### src/rtl/alu_op_sequencer.sv
// Control sequencer for a single-bus ALU datapath: walks A->Y, B, execute, Z writeback.
// Moore FSM; every strobe is decoded from the state register and the latched opcode.
module alu_op_sequencer #(
    parameter logic [4:0] IDLE_CTRL = 5'b00000
) (
    input  logic       clock,
    input  logic       clear,
    input  logic       start,
    input  logic [4:0] opcode,
    output logic       busy,
    output logic       done,
    output logic       illegal,
    output logic       Rsrc_a_out,
    output logic       Rsrc_b_out,
    output logic       Yin,
    output logic       Zin,
    output logic       Zlowout,
    output logic       Zhighout,
    output logic       Rdest_in,
    output logic       LOin,
    output logic       HIin,
    output logic [4:0] ALUControl
);

    localparam logic [4:0] OP_ADD  = 5'b00011;
    localparam logic [4:0] OP_SUB  = 5'b00100;
    localparam logic [4:0] OP_AND  = 5'b00101;
    localparam logic [4:0] OP_OR   = 5'b00110;
    localparam logic [4:0] OP_SHR  = 5'b00111;
    localparam logic [4:0] OP_SHRA = 5'b01000;
    localparam logic [4:0] OP_SHL  = 5'b01001;
    localparam logic [4:0] OP_ROR  = 5'b01010;
    localparam logic [4:0] OP_ROL  = 5'b01011;
    localparam logic [4:0] OP_MUL  = 5'b01111;
    localparam logic [4:0] OP_DIV  = 5'b10000;
    localparam logic [4:0] OP_NEG  = 5'b10001;
    localparam logic [4:0] OP_NOT  = 5'b10010;

    typedef enum logic [2:0] {
        S_IDLE  = 3'd0,
        S_LOADY = 3'd1,
        S_OPB   = 3'd2,
        S_EXEC  = 3'd3,
        S_WBLO  = 3'd4,
        S_WBHI  = 3'd5,
        S_DONE  = 3'd6
    } state_t;

    state_t     state, state_nxt;
    logic [4:0] op_q;
    logic       unary_q, wide_q, illegal_q;

    logic       op_supported, op_unary, op_wide, accept;

    // Opcode classification of the live input, used only at acceptance
    always_comb begin
        op_supported = 1'b0;
        op_unary     = 1'b0;
        op_wide      = 1'b0;
        case (opcode)
            OP_ADD, OP_SUB, OP_AND, OP_OR:
                op_supported = 1'b1;
            OP_SHR, OP_SHRA, OP_SHL, OP_ROR, OP_ROL, OP_NEG, OP_NOT: begin
                op_supported = 1'b1;
                op_unary     = 1'b1;
            end
            OP_MUL, OP_DIV: begin
                op_supported = 1'b1;
                op_wide      = 1'b1;
            end
            default: ;
        endcase
    end

    assign accept = (state == S_IDLE) && start && op_supported;

    always_ff @(posedge clock or negedge clear) begin
        if (!clear) state <= S_IDLE;
        else        state <= state_nxt;
    end

    // Operation context is frozen at acceptance so later opcode changes are invisible
    always_ff @(posedge clock or negedge clear) begin
        if (!clear) begin
            op_q      <= IDLE_CTRL;
            unary_q   <= 1'b0;
            wide_q    <= 1'b0;
            illegal_q <= 1'b0;
        end else begin
            illegal_q <= (state == S_IDLE) && start && !op_supported;
            if (accept) begin
                op_q    <= opcode;
                unary_q <= op_unary;
                wide_q  <= op_wide;
            end
        end
    end

    always_comb begin
        state_nxt = state;
        case (state)
            S_IDLE:  if (accept) state_nxt = S_LOADY;
            S_LOADY: state_nxt = S_OPB;
            S_OPB:   state_nxt = S_EXEC;
            S_EXEC:  state_nxt = S_WBLO;
            S_WBLO:  state_nxt = wide_q ? S_WBHI : S_DONE;
            S_WBHI:  state_nxt = S_DONE;
            S_DONE:  state_nxt = S_IDLE;
            default: state_nxt = S_IDLE;
        endcase
    end

    always_comb begin
        busy       = 1'b0;
        done       = 1'b0;
        illegal    = illegal_q;
        Rsrc_a_out = 1'b0;
        Rsrc_b_out = 1'b0;
        Yin        = 1'b0;
        Zin        = 1'b0;
        Zlowout    = 1'b0;
        Zhighout   = 1'b0;
        Rdest_in   = 1'b0;
        LOin       = 1'b0;
        HIin       = 1'b0;
        ALUControl = IDLE_CTRL;
        case (state)
            S_LOADY: begin
                busy       = 1'b1;
                Rsrc_a_out = 1'b1;
                Yin        = 1'b1;
            end
            S_OPB: begin
                busy       = 1'b1;
                Rsrc_b_out = !unary_q;
            end
            // B stays on the bus from OPB so the ALU sees stable inputs when the op changes
            S_EXEC: begin
                busy       = 1'b1;
                Rsrc_b_out = !unary_q;
                Zin        = 1'b1;
                ALUControl = op_q;
            end
            S_WBLO: begin
                busy     = 1'b1;
                Zlowout  = 1'b1;
                Rdest_in = !wide_q;
                LOin     = wide_q;
            end
            S_WBHI: begin
                busy     = 1'b1;
                Zhighout = 1'b1;
                HIin     = 1'b1;
            end
            S_DONE:  done = 1'b1;
            default: ;
        endcase
    end

endmodule
### config.mk
export PLATFORM = sky130hd
export DESIGN_NAME = alu_op_sequencer
export DESIGN_NICKNAME = d
export VERILOG_FILES = /design/src/rtl/alu_op_sequencer.sv
export SDC_FILE = /design/constraint.sdc
export NUM_CORES = 1
export LEC_CHECK = 0
export CAP_MARGIN = 10
export CORE_AREA = 2 2 44 46
export CTS_CLUSTER_DIAMETER = 200
export DETAILED_ROUTE_END_ITERATION = 10
export DIE_AREA = 0 0 46 48
export GPL_ROUTABILITY_DRIVEN = 0
export PLACE_DENSITY = 0.77
export SYNTH_ARGS = -nofsm -noshare
export SYNTH_HDL_FRONTEND = slang
export SYNTH_SLANG_ARGS = --single-unit
### constraint.sdc
create_clock -name clock -period 2.6 [get_ports clock]
set_input_delay 0.52 -clock clock [delete_from_list [all_inputs] [get_ports clock]]
set_output_delay 0.52 -clock clock [all_outputs]
set_load 0.05 [all_outputs]
==> results of run 1 <==
## cell usage after synthesis, drive strengths merged (2+ instances only)
cell type / instances
nand2: 2
dfrtp: 11
and2: 5
nor3: 4
mux2: 7
a21oi: 3
o22ai: 2
nor2: 8
nor2b: 3
buf: 5
o21ai: 2
inv: 3
## cell type report
cell class                      instances  area (µm²)  share of cell area [%]
Multi-Input combinational cell         48         348                    38.1
Sequential cell                        11         275                    30.2
Timing Repair Buffer                   24         230                    25.2
Clock buffer                            4        26.3                    2.88
Tap cell                               17        21.3                    2.33
Inverter                                3        11.3                    1.23
## metal layers
layer  global-route usage, %  vias to the layer above  wire length [µm]
li1                        -                      280                 -
met1                    14.1                      272               593
met2                    26.7                       19               733
met3                    1.13                        2                66
met4                    8.57                        0                27
met5                       0                        -                 0
## critical path: stages, from the launching register on
cell and delay, ns:
dfrtp_1 0.47, or2b_1 0.31, nor2_1 0.14, clkdlybuf4s50_1 0.81
## power breakdown
| part | switching (µW) | internal (µW) | leakage [µW] |
|---|---|---|---|
| clock | 52.2 | 59.2 | 0.0000150 |
| sequential | 78.0 | 247 | 0.000137 |
| combinational | 390 | 252 | 0.000312 |
## through the flow
| step | total power [µW] | hold slack [ns] | cell area, µm² | worst slack (ns) |
|---|---|---|---|---|
| 3_3_place_gp | 957 | 0.492 | 878 | 0.194 |
| 3_5_place_dp | 974 | 0.493 | 878 | 0.169 |
| 4_1_cts | 1090 | 0.509 | 905 | 0.0438 |
| 6_report | 1080 | 0.509 | 912 | 0.0859 |
| 2_1_floorplan | 807 | 0.224 | 677 | 0.0455 |
| 5_1_grt | 1130 | 0.535 | 912 | 0.000446 |
## registers in the layout, summed over array words and instances, names as in the netlist
| signal | cells |
|---|---|
| unary_q | 1 |
| op_q | 5 |
| state | 3 |
| wide_q | 1 |
| illegal | 1 |
## worst min path at each step
stage	start	to	slack, ns
after floorplan	clear	illegal$_DFF_PN0_	0.22
after global placement	unary_q$_DFFE_PN0P_	unary_q$_DFFE_PN0P_	0.49
after detailed placement	unary_q$_DFFE_PN0P_	unary_q$_DFFE_PN0P_	0.49
after CTS	unary_q$_DFFE_PN0P_	unary_q$_DFFE_PN0P_	0.51
after global routing	op_q[1]$_DFFE_PN0P_	op_q[1]$_DFFE_PN0P_	0.53
final	unary_q$_DFFE_PN0P_	unary_q$_DFFE_PN0P_	0.51
## kinds of logic after synthesis
logic type,after synthesis
multiplexers,7
AND/OR/NAND/NOR,28
buffers and inverters,8
AO/OA/AOI/OAI,13
flip-flops,11
## timing repair
| item | CTS | global route |
|---|---|---|
| endpoints found under the hold margin | 0 | 0 |
| setup endpoints to repair | 0 | 5 |
| resized for setup | 0 | 3 |
==> results.json, run 1 <==
{
  "antenna_found_initial": 0,
  "grt_pass1_vias": 481,
  "post-cts-setup-buffers": 0,
  "maxCapViolCount": 0,
  "fin_nets": 99,
  "dieWidth_um": 46,
  "postRouteAntennaNets": 0,
  "num_rows": 15,
  "final_max_slew_viol_count": 0,
  "hold_depth": 1,
  "tns_ns": 0,
  "synth_top_area_share_pct": 40.7,
  "crit_type": "flop to output port",
  "status": "complete, no violations",
  "synth_cell_types": 27,
  "tightest_slew_ns": 0.506,
  "routedWlPerCell_um": 13.3,
  "synth_nets": 75,
  "core-area_um2": 1690,
  "rsz0062_at_grt": "no",
  "n_fill_cell": 151,
  "end_kind": "output port",
  "syn_inst": 67,
  "clkSinkCount": 11,
  "startpoint_type": "flop",
  "worstRegToRegCells": 3,
  "crit_end": "HIin",
  "n_antenna_cell": 0,
  "placed_cells": 103,
  "synth-xor-area-share_pct": 0,
  "synth_edf_count": 0,
  "grt_pass1_wl_um": 2090,
  "syn_avg_cell_area_um2": 10.1,
  "drt_wl_total_um": 1420,
  "clock_latency_ns": 0.26,
  "period_share_pct": 96.7,
  "cts.clk_slew.worst_paths_ns": 0.07,
  "drt_iter0_markers": 11,
  "grt_max_degree": 12,
  "final_core_util_pct": 54.0,
  "finalSetupViolCount": 0,
  "ys_warn_count": 0,
  "synth_top_family_by_area": "simple AND/OR/NAND/NOR gates",
  "powerDensity_nw_per_um2": 1180,
  "io_pins": 25,
  "area_delta_synth_final_pct": 34.8,
  "synthArstFlopShare_pct": 100,
  "finalClockSkew_ns": 0.00474,
  "grt-ovfl-total": 0,
  "yosys.area_share.simple_pct": 22.6,
  "cp.required_ns": 2.08,
  "ff2ff_setup_slack_ns": 0.64,
  "drc": 0,
  "yosysTopAreaCell": "dfrtp_1",
  "final_common_cell": "clkdlybuf4s50_1",
  "root_buffer": "clkbuf_4",
  "synthesis.area_um2": 677,
  "first_pass_iters": 4,
  "dieArea_um2": 2210,
  "hold_path.class": "flop to flop",
  "dp_hpwl_um": 1160,
  "io_buffers": 24,
  "fmax_mhz": 398,
  "cts_hold_buf": 0,
  "hold_viol": 0,
  "final_cell_mix": "clkdlybuf4s50_1 (14), dfrtp_1 (11), nor2_1 (8)",
  "synth-compound-area-share_pct": 13.9,
  "synthFlopType": "dfrtp_1",
  "synth_area_leaders": "dfrtp_1 (41%), mux2_4 (13%), and2_1 (4.6%)",
  "crit_path_start": "state[2]$_DFFE_PN0P_",
  "synth_fa_ha_area_share_pct": 0,
  "stdcell_count": 107,
  "synthMuxAreaShare_pct": 15.0,
  "p_leak_uw": 0.000464,
  "post_drt_via_cell_ratio": 5.36,
  "synth-seq-area-share_pct": 40.7,
  "cp_max_fo": 9,
  "crit_arrival_ns": 1.99,
  "htree_levels": 1,
  "reg2reg_from": "state[2]$_DFFE_PN0P_",
  "start_util_pct": 40.1,
  "ys_ff_latch": 11,
  "die_h_um": 48,
  "via_count": 573,
  "reg2reg_to": "op_q[0]$_DFFE_PN0P_",
  "cts_tree": "done",
  "vdd_drop_max_mv": 0.464,
  "post-route-min-period_ns": 2.51,
  "numCtsBuffers": 3,
  "layout-drive-gt1-share_pct": 21.1,
  "gr-usage-all-layers_pct": 13.7,
  "relSlewSlack_pct": 66.2,
  "cts_buffer_depth": 2
}
Power figures use the tool's default switching activity.
==> run 2: changes to the inputs <==
Settings changed: CAP_MARGIN 10 to unset.
==> results of run 2 <==
Same layout as run 1: the final DEF is identical, and so are final timing and power.
==> run 3: changes to the inputs <==
Settings changed: PLACE_DENSITY 0.77 to 0.69.
==> results.json, run 3 (same netlist as run 1, synthesis figures left out) <==
{
  "hold_viol": 0,
  "layout-drive-gt1-share_pct": 22.2,
  "reg2reg_from": "state[2]$_DFFE_PN0P_",
  "period_share_pct": 94.6,
  "grt_max_degree": 12,
  "finalSetupViolCount": 0,
  "via_count": 579,
  "status": "complete, no violations",
  "root_buffer": "clkbuf_4",
  "io_pins": 25,
  "ff_latch_area_um2": 275,
  "vdd_drop_max_mv": 0.345,
  "hold_path.class": "flop to flop",
  "min_from": "unary_q$_DFFE_PN0P_",
  "place_area_um2": 876,
  "reg.largest.list": "op_q x5, state x3",
  "dieWidth_um": 46,
  "post-cts-setup-buffers": 0,
  "powerDensity_nw_per_um2": 1180,
  "finalClockSkew_ns": 0.00259,
  "fin_nets": 99,
  "drc": 0,
  "cp.required_ns": 2.08,
  "startpoint_type": "flop",
  "p_leak_uw": 0.000451,
  "antenna_found_initial": 0,
  "io_buffers": 24,
  "multi_input_area_um2": 348,
  "clock_latency_ns": 0.26,
  "post_cts_resized": 0,
  "end_kind": "output port",
  "crit_arrival_ns": 1.94,
  "cts.clk_slew.worst_paths_ns": 0.07,
  "crit_type": "flop to output port",
  "max_flop_register": "op_q",
  "reg2reg_to": "wide_q$_DFFE_PN0P_",
  "cts_buffer_depth": 2,
  "clkSinkCount": 11,
  "n_antenna_cell": 0,
  "final_core_util_pct": 53.7,
  "final_cell_mix": "clkdlybuf4s50_1 (14), dfrtp_1 (11), nor2_1 (8), buf_4 (8), mux2_4 (6)",
  "drt_wl_total_um": 1350,
  "largest_reg_flops": 5,
  "final_max_slew_viol_count": 0,
  "rsz0062_at_grt": "no",
  "core-area_um2": 1690,
  "whs_endpoint": "unary_q$_DFFE_PN0P_",
  "grt_pass1_vias": 503,
  "cts_tree": "done",
  "final_common_cell": "clkdlybuf4s50_1",
  "die_h_um": 48,
  "n_fill_cell": 168,
  "htree_levels": 1,
  "design_area_um2": 907,
  "relSlewSlack_pct": 66.5,
  "tns_ns": 0,
  "ff2ff_setup_slack_ns": 0.64,
  "dp_hpwl_um": 1100,
  "area_delta_synth_final_pct": 34.0,
  "tightest_slew_ns": 0.501,
  "num_rows": 15,
  "maxCapViolCount": 0,
  "start_util_pct": 40.1,
  "hold_depth": 1,
  "dieArea_um2": 2210,
  "worstRegToRegCells": 3,
  "cts_hold_buf": 0,
  "drt_iter0_markers": 2,
  "grt-ovfl-total": 0,
  "routedWlPerCell_um": 12.6,
  "fmax_mhz": 407,
  "first_pass_iters": 3,
  "grt_pass1_wl_um": 2280,
  "numCtsBuffers": 3,
  "gr-usage-all-layers_pct": 14.6,
  "post_drt_via_cell_ratio": 5.41,
  "post-route-min-period_ns": 2.46,
  "cp_max_fo": 10,
  "postRouteAntennaNets": 0
}
[run 3: cell types whose count changed in the layout (fill, tap and decap cells not counted)]
cell            change
buf_4               +1
dlymetal6s2s_1      -1
[run 3: power by group]
group          total [µW]  internal [µW]  switching (µW)
clock                 112           59.2            53.1
sequential            322            247            75.0
combinational         639            251             388
total                1070            557             516
[run 3: area by class of cell]
type / count / share of cell area [%]
sequential: 11 / 30.3
tap: 17 / 2.34
clock buffer: 4 / 2.90
multi-input combinational: 48 / 38.3
inverter: 3 / 1.24
timing repair buffer: 24 / 24.8
[run 3: layer usage]
layer	vias up	share of wire [%]	global-route usage, %
li1	281	-	-
met1	284	45	18.9
met2	12	51	24.7
met3	2	2.4	0
met4	0	1.3	8.57
met5	-	0	0
[run 3: stage by stage]
| step | setup slack (ns) | std cells | power, µW | hold WS (ns) |
|---|---|---|---|---|
| after floorplan | 0.0455 | 67 | 807 | 0.224 |
| after global placement | 0.185 | 103 | 959 | 0.497 |
| after detailed placement | 0.159 | 103 | 968 | 0.487 |
| after CTS | 0.0806 | 107 | 1080 | 0.508 |
| after global routing | 0.0183 | 107 | 1140 | 0.535 |
| final | 0.141 | 107 | 1070 | 0.497 |
[run 3: worst max path at each step]
stage | from | end
after floorplan | state[0]$_DFFE_PN0P_ | Yin
after global placement | start | op_q[1]$_DFFE_PN0P_
after detailed placement | start | wide_q$_DFFE_PN0P_
after CTS | state[2]$_DFFE_PN0P_ | HIin
after global routing | state[0]$_DFFE_PN0P_ | Yin
final | state[0]$_DFFE_PN0P_ | Rsrc_a_out
[run 3: worst max-delay path, stage by stage, from the launching register on]
cell             delay [ns]
dfrtp_1                0.50
inv_1                  0.14
nor3_1                 0.20
clkdlybuf4s50_1        0.84
